## config.mk

```make
export PLATFORM = sky130hd
export DESIGN_NAME = serial_subtractor
export DESIGN_NICKNAME = d
export VERILOG_FILES = /design/src/rtl/serial_subtractor_pkg.sv /design/src/rtl/full_subtractor_using_hs.sv /design/src/rtl/serial_subtractor.sv
export SDC_FILE = /design/constraint.sdc
export NUM_CORES = 1
export LEC_CHECK = 0
export ABC_AREA = 1
export ABC_CLOCK_PERIOD_IN_PS = 1600
export BUFFER_PORTS_ARGS = -buffer_cell sky130_fd_sc_hd__buf_2
export CAP_MARGIN = 20
export CELL_PAD_IN_SITES_DETAIL_PLACEMENT = 1
export CELL_PAD_IN_SITES_GLOBAL_PLACEMENT = 2
export CORE_MARGIN = 5
export CORE_UTILIZATION = 30
export DETAILED_ROUTE_END_ITERATION = 8
export PLACE_DENSITY = 0.79
export SYNTH_ARGS = -nofsm -noshare
export SYNTH_HDL_FRONTEND = slang
export SYNTH_SLANG_ARGS = --single-unit
```

## constraint.sdc

```tcl
create_clock -name clk -period 1.6 [get_ports clk]
set_clock_uncertainty 0.2 [all_clocks]
set_input_delay 0.32 -clock clk [delete_from_list [all_inputs] [get_ports clk]]
set_output_delay 0.32 -clock clk [all_outputs]
set_load 0.005 [all_outputs]
```

## src/rtl/serial_subtractor_pkg.sv

```systemverilog
// serial_subtractor_pkg: shared state encoding and default width for the serial subtractor
package serial_subtractor_pkg;
    typedef enum logic [1:0] {S_IDLE, S_SHIFT, S_DONE} state_t;
    localparam int DEFAULT_WIDTH = 8;
endpackage

```

## src/rtl/full_subtractor_using_hs.sv

```systemverilog
// full_subtractor_using_hs: one-bit full subtractor built from two half-subtractor stages
module full_subtractor_using_hs (
    input  logic A,
    input  logic B,
    input  logic Bin,
    output logic Diff,
    output logic Bout
);
    logic d1, b1, b2;
    assign d1   = A ^ B;
    assign b1   = ~A & B;
    assign Diff = d1 ^ Bin;
    assign b2   = ~d1 & Bin;
    assign Bout = b1 | b2;
endmodule

```

## src/rtl/serial_subtractor.sv

```systemverilog
// serial_subtractor: LSB-first bit-serial unsigned subtractor with start/valid handshake
module serial_subtractor
    import serial_subtractor_pkg::*;
#(
    parameter int WIDTH = DEFAULT_WIDTH
) (
    input  logic             clk,
    input  logic             rst,
    input  logic             start,
    input  logic [WIDTH-1:0] a,
    input  logic [WIDTH-1:0] b,
    input  logic             bin,
    output logic             ready,
    output logic             busy,
    output logic             valid,
    output logic [WIDTH-1:0] diff,
    output logic             bout
);
    localparam int CW = $clog2(WIDTH + 1);

    state_t           state_q, state_d;
    logic [CW-1:0]    cnt_q, cnt_d;
    logic [WIDTH-1:0] a_sh_q, a_sh_d, b_sh_q, b_sh_d, dsh_q, dsh_d, dsh_next;
    logic [WIDTH-1:0] diff_q, diff_d;
    logic             br_q, br_d, bout_q, bout_d;
    logic             cell_diff, cell_bout, accept, last;

    full_subtractor_using_hs u_cell (
        .A   (a_sh_q[0]),
        .B   (b_sh_q[0]),
        .Bin (br_q),
        .Diff(cell_diff),
        .Bout(cell_bout)
    );

    assign accept   = start && (state_q != S_SHIFT);
    assign last     = (cnt_q == CW'(WIDTH - 1));
    assign dsh_next = (dsh_q >> 1) | (WIDTH'(cell_diff) << (WIDTH - 1));
    assign ready    = (state_q != S_SHIFT);
    assign busy     = (state_q == S_SHIFT);
    assign valid    = (state_q == S_DONE);
    assign diff     = diff_q;
    assign bout     = bout_q;

    // Load operands on accept, otherwise step one bit per SHIFT edge and publish on the last bit
    always_comb begin
        state_d = state_q;
        cnt_d   = cnt_q;
        a_sh_d  = a_sh_q;
        b_sh_d  = b_sh_q;
        dsh_d   = dsh_q;
        br_d    = br_q;
        diff_d  = diff_q;
        bout_d  = bout_q;
        if (accept) begin
            state_d = S_SHIFT;
            cnt_d   = '0;
            a_sh_d  = a;
            b_sh_d  = b;
            dsh_d   = '0;
            br_d    = bin;
        end else if (state_q == S_SHIFT) begin
            cnt_d   = cnt_q + 1'b1;
            a_sh_d  = a_sh_q >> 1;
            b_sh_d  = b_sh_q >> 1;
            dsh_d   = dsh_next;
            br_d    = cell_bout;
            state_d = last ? S_DONE : S_SHIFT;
            diff_d  = last ? dsh_next : diff_q;
            bout_d  = last ? cell_bout : bout_q;
        end
    end

    // State registers; reset overrides any pending start
    always_ff @(posedge clk) begin
        if (rst) begin
            state_q <= S_IDLE;
            cnt_q   <= '0;
            a_sh_q  <= '0;
            b_sh_q  <= '0;
            dsh_q   <= '0;
            br_q    <= 1'b0;
            diff_q  <= '0;
            bout_q  <= 1'b0;
        end else begin
            state_q <= state_d;
            cnt_q   <= cnt_d;
            a_sh_q  <= a_sh_d;
            b_sh_q  <= b_sh_d;
            dsh_q   <= dsh_d;
            br_q    <= br_d;
            diff_q  <= diff_d;
            bout_q  <= bout_d;
        end
    end
endmodule

```

; Word-level counts from Yosys, hierarchy flattened
; Cells that the tools add are included.
[op_classes]
mux = 9
n_eq_ne = 4
addsub = 1
bitwise = 9
n_reduce_logical = 4
[op_table]
columns = operator, count
row1 = 2-to-1 mux 8 bit, 4
row2 = bitwise OR 7 x 8 -> 8 bit, 1
row3 = "adder 4 x 1 -> 4 bit, second input constant", 1
row4 = "== test 4 x 3 -> 1 bit, second input constant", 1
row5 = 2-to-1 mux 1 bit, 4
row6 = inverter 1 bit, 3
row7 = AND reduction 3 bit, 1
row8 = AND 1 bit, 2
row9 = "== test 2 x 1 -> 1 bit, second input constant", 1
row10 = "== test 2 bit, second input constant", 1
row11 = 2-to-1 mux 2 bit, 1
row12 = "!= test 2 x 1 -> 1 bit, second input constant", 1
row13 = nonzero test 2 bit, 1
row14 = OR reduction 2 bit, 1
row15 = XOR 1 bit, 2
row16 = logical AND 1 bit, 1
row17 = bitwise OR 1 bit, 1
[word_totals]
elab_cells = 36
in_bits = 20
output_inout_bits = 12
register_bits = 40

; Logic depth before layout (Yosys ltp)
; Gate-level depths: netlist of run 1.
[depth]
ltp_word = 6
depth_mapped = 7
ltp_nobuf = 7

; Hierarchy
; Synthesis of run 1 repeated with hierarchy kept, for this count alone.
[hier_totals]
cells_unflattened = 255
area_unflattened_um2 = 1799.2
[by_module_without_submodules]
columns = mod, cells_per_inst, seq_area_each_um2, n_inst, area_each_um2
row1 = serial_subtractor, 251, 780.7, 1, 1767.9
row2 = full_subtractor_using_hs, 4, 0.0, 1, 31.3

; Worst setup path before layout of run 1
; OpenSTA, ideal clock, no wires.
[synth_path]
kind = register to register
start = register b_sh_q[0]
end = register diff_q[7] (netlist: diff[7])
t_required_ns = 1.336
t_arrival_ns = 1.092
setup_ns = 0.064
period_less_slack_ns = 1.356
n_path_buf = 0
path_stages_with_launch = 7
setup_slack_ns = 0.244
cell_sequence = dfxtp_1 inv_1 fa_1 inv_1 nand2_1 nand2_1 nor2_1
[synth_via]
elab_chain_len = 3
[synth_rtl]
columns = element, line_no
row1 = from (decl), serial_subtractor.sv:23  ; logic [WIDTH-1:0] a_sh_q, a_sh_d, b_sh_q, b_sh_d, dsh_q, dsh_d, dsh_next;
row2 = from (signal assigned), serial_subtractor.sv:89  ; b_sh_q <= b_sh_d;
row3 = XOR 1 bit, full_subtractor_using_hs.sv:10  ; assign d1 = A ^ B;
row4 = XOR 1 bit, full_subtractor_using_hs.sv:12  ; assign Diff = d1 ^ Bin;
row5 = named net cell_diff, serial_subtractor.sv:26  ; logic cell_diff, cell_bout, accept, last;
row6 = bitwise OR 7 x 8 -> 8 bit, serial_subtractor.sv:38  ; assign dsh_next = (dsh_q >> 1) | (WIDTH'(cell_diff) << (WIDTH - 1));
row7 = to (signal assigned), serial_subtractor.sv:92  ; diff_q <= diff_d;
row8 = to (decl), serial_subtractor.sv:24  ; logic [WIDTH-1:0] diff_q, diff_d;
; The timed path passes the listed nets, and every way through them passes these cells.
; A chain may end at the register's enable or synchronous reset.

; Worst setup path after layout of run 1
[layout_path]
start = register state_q[1]
end = output ready
[layout_via]
elab_chain_len = 1
[layout_rtl]
columns = element, line_no
row1 = from (decl), serial_subtractor.sv:21  ; state_t state_q, state_d;
row2 = from (signal assigned), serial_subtractor.sv:86  ; state_q <= state_d;
row3 = != test 2 x 1 -> 1 bit, serial_subtractor.sv:39  ; assign ready = (state_q != S_SHIFT);
row4 = to (decl), serial_subtractor.sv:13  ; output logic ready,
; No other way between the ends.

==> results.json, run 1 <==
{
  "fin_crit_ns": 1.53,
  "dr.pass1.iters": 4,
  "max-vdd-ir-drop_v": 0.000525,
  "critPathCaptureType": "output port",
  "dr_total_vias": 1647,
  "vias_per_cell": 4.50,
  "cts_buffers": 5,
  "max_stage_delay_ns": 0.38,
  "grt_max_degree": 28,
  "clkPwrFrac": 0.443,
  "setup.worst_path.class": "reg2out",
  "fill_cells": 773,
  "rsz0062_at_grt": "false",
  "syn_avg_cell_area_sq_um": 7.07,
  "area_growth_pct": 21.8,
  "max_freq_ghz": 0.654,
  "swShare": 0.235,
  "grt_usage": 0.126,
  "critPathArrivalTime_ns": 1.01,
  "wl_per_cell_um": 11.9,
  "drtAntennaViolNets": 0,
  "comb_power_share": 0.101,
  "timing.rr.start": "cnt_q[0]",
  "ys_seq_area_frac": 0.435,
  "synthCells": 254,
  "cts_root_buf": "clkbuf_8",
  "ys_ff_latch": 39,
  "dpl.hpwl_mm": 3.14,
  "power.density_nw_per_um2": 1020,
  "grt_pass1_wl_mm": 7.61,
  "overflow": 0,
  "netlist.area_leader.share": 0.435,
  "finish.utilization": 0.372,
  "worst_pin_slew_ns": 0.289,
  "numClockSinks": 39,
  "crit_slowest_cell": "dfxtp_2",
  "synth_area_sq_um": 1800,
  "nNetsFinal": 312,
  "drt-total-wl_mm": 4.37,
  "layout-drive-gt1-share": 0.230,
  "worstPathCellList": "inv_2 > nand2_4 > buf_2",
  "p_int_mw": 1.71,
  "drc": 0,
  "mostFrequentLayoutCell": "nand2_1",
  "critPathRequiredTime_ns": 1.08,
  "place.gp.congestion": 0.753,
  "cts.clk_slew.worst_paths_ns": 0.09,
  "yosys.area.top_type": "dfxtp_1",
  "cts_buffer_depth": 2,
  "maxSlewViolCount": 0,
  "grt_pass1_vias": 1681,
  "synth.top_cells.by_area": "dfxtp_1, nand2_1, nand3_1",
  "rows": 28,
  "yosysWarnings": 0,
  "status": "complete, no violations",
  "die-area_sq_um": 7640,
  "critPathLaunchType": "flip-flop",
  "clock_latency_ns": 0.29,
  "grt_antenna_before_repair": 0,
  "syn_nets": 276,
  "maxCapViolations": 0,
  "io_buffers": 31,
  "chipHeight_um": 87.4,
  "pwr-share-seq": 0.456,
  "leakagePower_nw": 1.03,
  "p_sw_mw": 0.527,
  "min_period_over_period": 0.955,
  "pin_count": 32,
  "core_area_sq_um": 5890,
  "cts_tree": "built",
  "hold_class": "in2reg",
  "drtIter0Drc": 75,
  "fin_setup_tns_ns": 0,
  "layout_common_cells": "nand2_1, nand3_1, dfxtp_1",
  "initial_utilization": 0.305,
  "path_max_fanout": 10,
  "die_w_um": 87.4,
  "setup_viol": 0,
  "finalHoldViolCount": 0,
  "min_from": "rst",
  "slew_headroom": 0.807,
  "diodes": 0,
  "ys_types": 18,
  "htree_levels": 2,
  "cp-startpoint": "state_q[1]"
}
-- cell families (layout without fill, tap and decap cells) --
group                    count (synthesis)  count (layout)  synth area share
AND/OR/NAND/NOR                        153             153             0.363
AO/OA/AOI/OAI                           12              12            0.0522
flip-flops                              39              39             0.435
XOR/XNOR                                 1               1           0.00488
adder cells (fa/ha/maj)                  2               2            0.0181
buffers and inverters                   47              84             0.127
-- cell type report --
class                           count  area (sq um)  area share
Inverter                           33           124      0.0566
Clock buffer                        5          68.8      0.0314
Clock inverter                      3          67.6      0.0309
Tap cell                           75          93.8      0.0429
Sequential cell                    39           786       0.359
Multi-Input combinational cell    168           787       0.360
Timing Repair Buffer               43           262       0.119
-- cell usage after synthesis (all sizes together) --
master and count:
nand2 73, nand3 50, dfxtp 39, inv 33
nor2 30, buf 14, a21oi 11, fa 1
ha 1, o21ai 1, xor2 1
-- metal layers --
layer	routed length [um]	part of all wire	global-route usage
met2	2000	0.46	0.210
met1	2170	0.50	0.160
met4	38	0.0087	0.0293
met5	0	0	0
met3	154	0.035	0.0350
-- timing repair --
| action | in CTS | in global routing |
|---|---|---|
| hold endpoints to repair | 0 | 0 |
| hold buffers | 0 | 0 |
| pin swaps | 0 | 0 |
| cloned | 0 | 0 |
| endpoints found under the setup margin | 2 | 2 |
| setup buffers | 0 | 0 |
| gates resized for setup | 2 | 2 |
-- registers in the layout, indices dropped and copies added (netlist names) --
name	count
a_sh_q	8
b_sh_q	8
bout	1
br_q	1
cnt_q	4
diff	8
dsh_q	7
state_q	2
-- stage by stage --
| step | cell area (sq um) | power (mW) | worst slack, ns | instances | hold WS [ns] |
|---|---|---|---|---|---|
| floorplan | 1800 | 1.20 | 0.244 | 254 | 0.189 |
| global placement | 2040 | 1.27 | 0.127 | 358 | 0.251 |
| detailed placement | 2040 | 1.27 | 0.111 | 358 | 0.261 |
| CTS | 2180 | 2.28 | 0.0291 | 366 | 0.0423 |
| global route | 2190 | 2.35 | 0.00186 | 366 | 0.0560 |
| finish | 2190 | 2.24 | 0.0712 | 366 | 0.0547 |
-- critical path: cells and delay by family (launching register included) --
family / cells / cell delay [ns]
AND/OR/NAND/NOR: 1 / 0.13
buffers and inverters: 2 / 0.21
flip-flops: 1 / 0.38
-- power by group through the flow --
stage               clock, mW  combinational (mW)  sequential, mW
finish                  0.993               0.227            1.02
CTS                      1.02               0.230            1.02
detailed placement          0               0.228            1.04
global route             1.06               0.261            1.03
global placement            0               0.226            1.04
floorplan                   0               0.160            1.04
-- worst paths after layout --
kind | end | slack, ns | depth (start not counted)
max | ready | 0.07 | 3
min | b_sh_q[7] | 0.05 | 2
max reg2reg | diff[7] | 0.13 | 7
min reg2reg | b_sh_q[7] | 0.27 | 2
(Power assumes the default switching activity.)
==> run 2, diff against run 1 <==
ABC_CLOCK_PERIOD_IN_PS = 1300   (was 1600)
CORE_UTILIZATION = 27   (was 30)
PLACE_DENSITY = 0.76   (was 0.79)
clock period = 1.3 ns   (was 1.6 ns; I/O delays follow)
==> run 2 against run 1 <==
  * The flow now finishes with violations (setup timing)
  * First-iteration DRC count is 32% lower
  * Hold slack worse by 0.043 ns
  * Clock power is 6.8% lower
  * Core utilization is 8.5 points higher
  * Sequential share of layout area is 8.8 points lower
  * Non-clock buffer count is 23 higher
  * Combinational power is 140% higher
  * Total power is 22% higher
  * Sequential power is 24% higher
  * Global-route usage is 1.2 points higher
==> results.json, run 2 (same netlist as run 1, synthesis figures left out) <==
{
  "status": "finished, violations left",
  "violations": "setup timing",
  "finalHoldViolCount": 0,
  "reg2reg_depth": 9,
  "endpoint": "ready",
  "numClockSinks": 39,
  "cp-startpoint": "state_q[1]",
  "nNetsFinal": 335,
  "area_growth_pct": 63.3,
  "worst_pin_slew_ns": 0.466,
  "clock_latency_ns": 0.29,
  "cts_hold_buf": 0,
  "fin_ws_ns": -0.171,
  "io_buffers": 31,
  "diodes": 0,
  "setup.worst_path.class": "reg2out",
  "finish.utilization": 0.457,
  "cts_root_buf": "clkbuf_8",
  "critPathRequiredTime_ns": 0.84,
  "wl_per_cell_um": 14.6,
  "leakagePower_nw": 1.31,
  "fin_crit_ns": 1.47,
  "grt_antenna_before_repair": 0,
  "grt_pass1_vias": 1970,
  "dpl.hpwl_mm": 3.27,
  "max-vdd-ir-drop_v": 0.000505,
  "setup_viol": 39,
  "critPathLaunchType": "flip-flop",
  "drtAntennaViolNets": 0,
  "layout_common_cells": "nand2_1, nand3_2, dfxtp_1",
  "swShare": 0.276,
  "min_period_over_period": 1.13,
  "max_freq_ghz": 0.680,
  "vias_per_cell": 4.58,
  "pin_count": 32,
  "r2r-end": "b_sh_q[4]",
  "r2r_slack_ns": -0.16,
  "power.density_nw_per_um2": 933,
  "place.gp.congestion": 0.708,
  "cts_tree": "built",
  "grt_max_degree": 20,
  "min_from": "rst",
  "p_sw_mw": 0.755,
  "drc": 0,
  "critPathArrivalTime_ns": 1.01,
  "p_int_mw": 1.98,
  "pwr-share-seq": 0.462,
  "comb_power_share": 0.200,
  "dr.pass1.iters": 4,
  "timing.rr.start": "state_q[1]",
  "initial_utilization": 0.280,
  "drt-total-wl_mm": 5.72,
  "rows": 29,
  "cts.clk_slew.worst_paths_ns": 0.08,
  "core_area_sq_um": 6420,
  "final_design_area_no_fill_sq_um": 2930,
  "cts_buffers": 5,
  "holdWs_ns": 0.0117,
  "path_max_fanout": 3,
  "critPathCaptureType": "output port",
  "total_power_mw": 2.74,
  "fill_cells": 748,
  "hold_class": "in2reg",
  "die_w_um": 91.6,
  "dr_total_vias": 1791,
  "overflow": 0,
  "maxCapViolations": 0,
  "postPlaceCellArea_sq_um": 2120,
  "grt_pass1_wl_mm": 9.36,
  "htree_levels": 2,
  "drtIter0Drc": 51,
  "grt_usage": 0.138,
  "post-place-ws_ns": -0.127,
  "cts_buffer_depth": 2,
  "layout-drive-gt1-share": 0.529,
  "die-area_sq_um": 8390,
  "clkPwrFrac": 0.338,
  "mostFrequentLayoutCell": "nand2_1",
  "chipHeight_um": 91.6,
  "slew_headroom": 0.689,
  "maxSlewViolCount": 0,
  "rsz0062_at_grt": "true"
}
## run 2: changes by cell type in the layout (fill, tap and decap cells not counted), sizes merged
| cell | change |
|---|---|
| buf | +23 |
| clkbuf | +3 |
| bufinv | -2 |
| inv | -1 |
## run 2: power by group through the flow
| stage | Sequential, mW | Clock (mW) | Combinational (mW) |
|---|---|---|---|
| final | 1.26 | 0.925 | 0.548 |
| after detailed placement | 1.29 | 0 | 0.308 |
| after CTS | 1.26 | 0.957 | 0.501 |
| after floorplan | 1.28 | 0 | 0.197 |
| after global routing | 1.27 | 1.01 | 0.592 |
| after global placement | 1.28 | 0 | 0.303 |
## run 2: how the worst min path moves through the flow
stage	endpoint	slack (ns)	cells past startpoint
floorplan	a_sh_q[7]	0.13	1
global placement	b_sh_q[7]	0.25	2
detailed placement	b_sh_q[7]	0.26	2
CTS	a_sh_q[7]	0.005	2
global route	b_sh_q[7]	-0.002	2
finish	b_sh_q[7]	0.01	2
## run 2: what timing repair did
action	4_1_cts	5_1_grt
gates cloned	5	0
gates resized for setup	87	37
pin swaps	18	25
buffers inserted	8	6
endpoints found under the setup margin	38	42
## run 2: layout make-up
class | instances | area, sq um | share of cell area
Sequential cell | 39 | 796 | 0.271
Clock buffer | 8 | 100 | 0.0341
Inverter | 33 | 135 | 0.0461
Timing Repair Buffer | 66 | 599 | 0.204
Tap cell | 77 | 96.3 | 0.0328
Multi-Input combinational cell | 168 | 1210 | 0.412
## run 2: worst max-delay path, stage by stage, from the launching register on
cell	delay, ns
dfxtp_4	0.37
inv_4	0.07
nand2_4	0.05
buf_6	0.12
buf_6	0.10
## run 2: metal layers
layer  GRT usage  vias to the layer above  wire, um
met1       0.174                      861      2600
met5           0                        -         0
met2       0.244                       26      2940
met4      0.0302                        0        55
met3      0.0248                        4       119
li1            -                      900         -
## run 2: metrics by stage
stage          cells  TNS [ns]
2_1_floorplan    254   -0.0414
3_3_place_gp     367     -1.43
3_5_place_dp     367     -2.11
4_1_cts          388     -3.14
5_1_grt          391     -5.35
6_report         391     -3.13
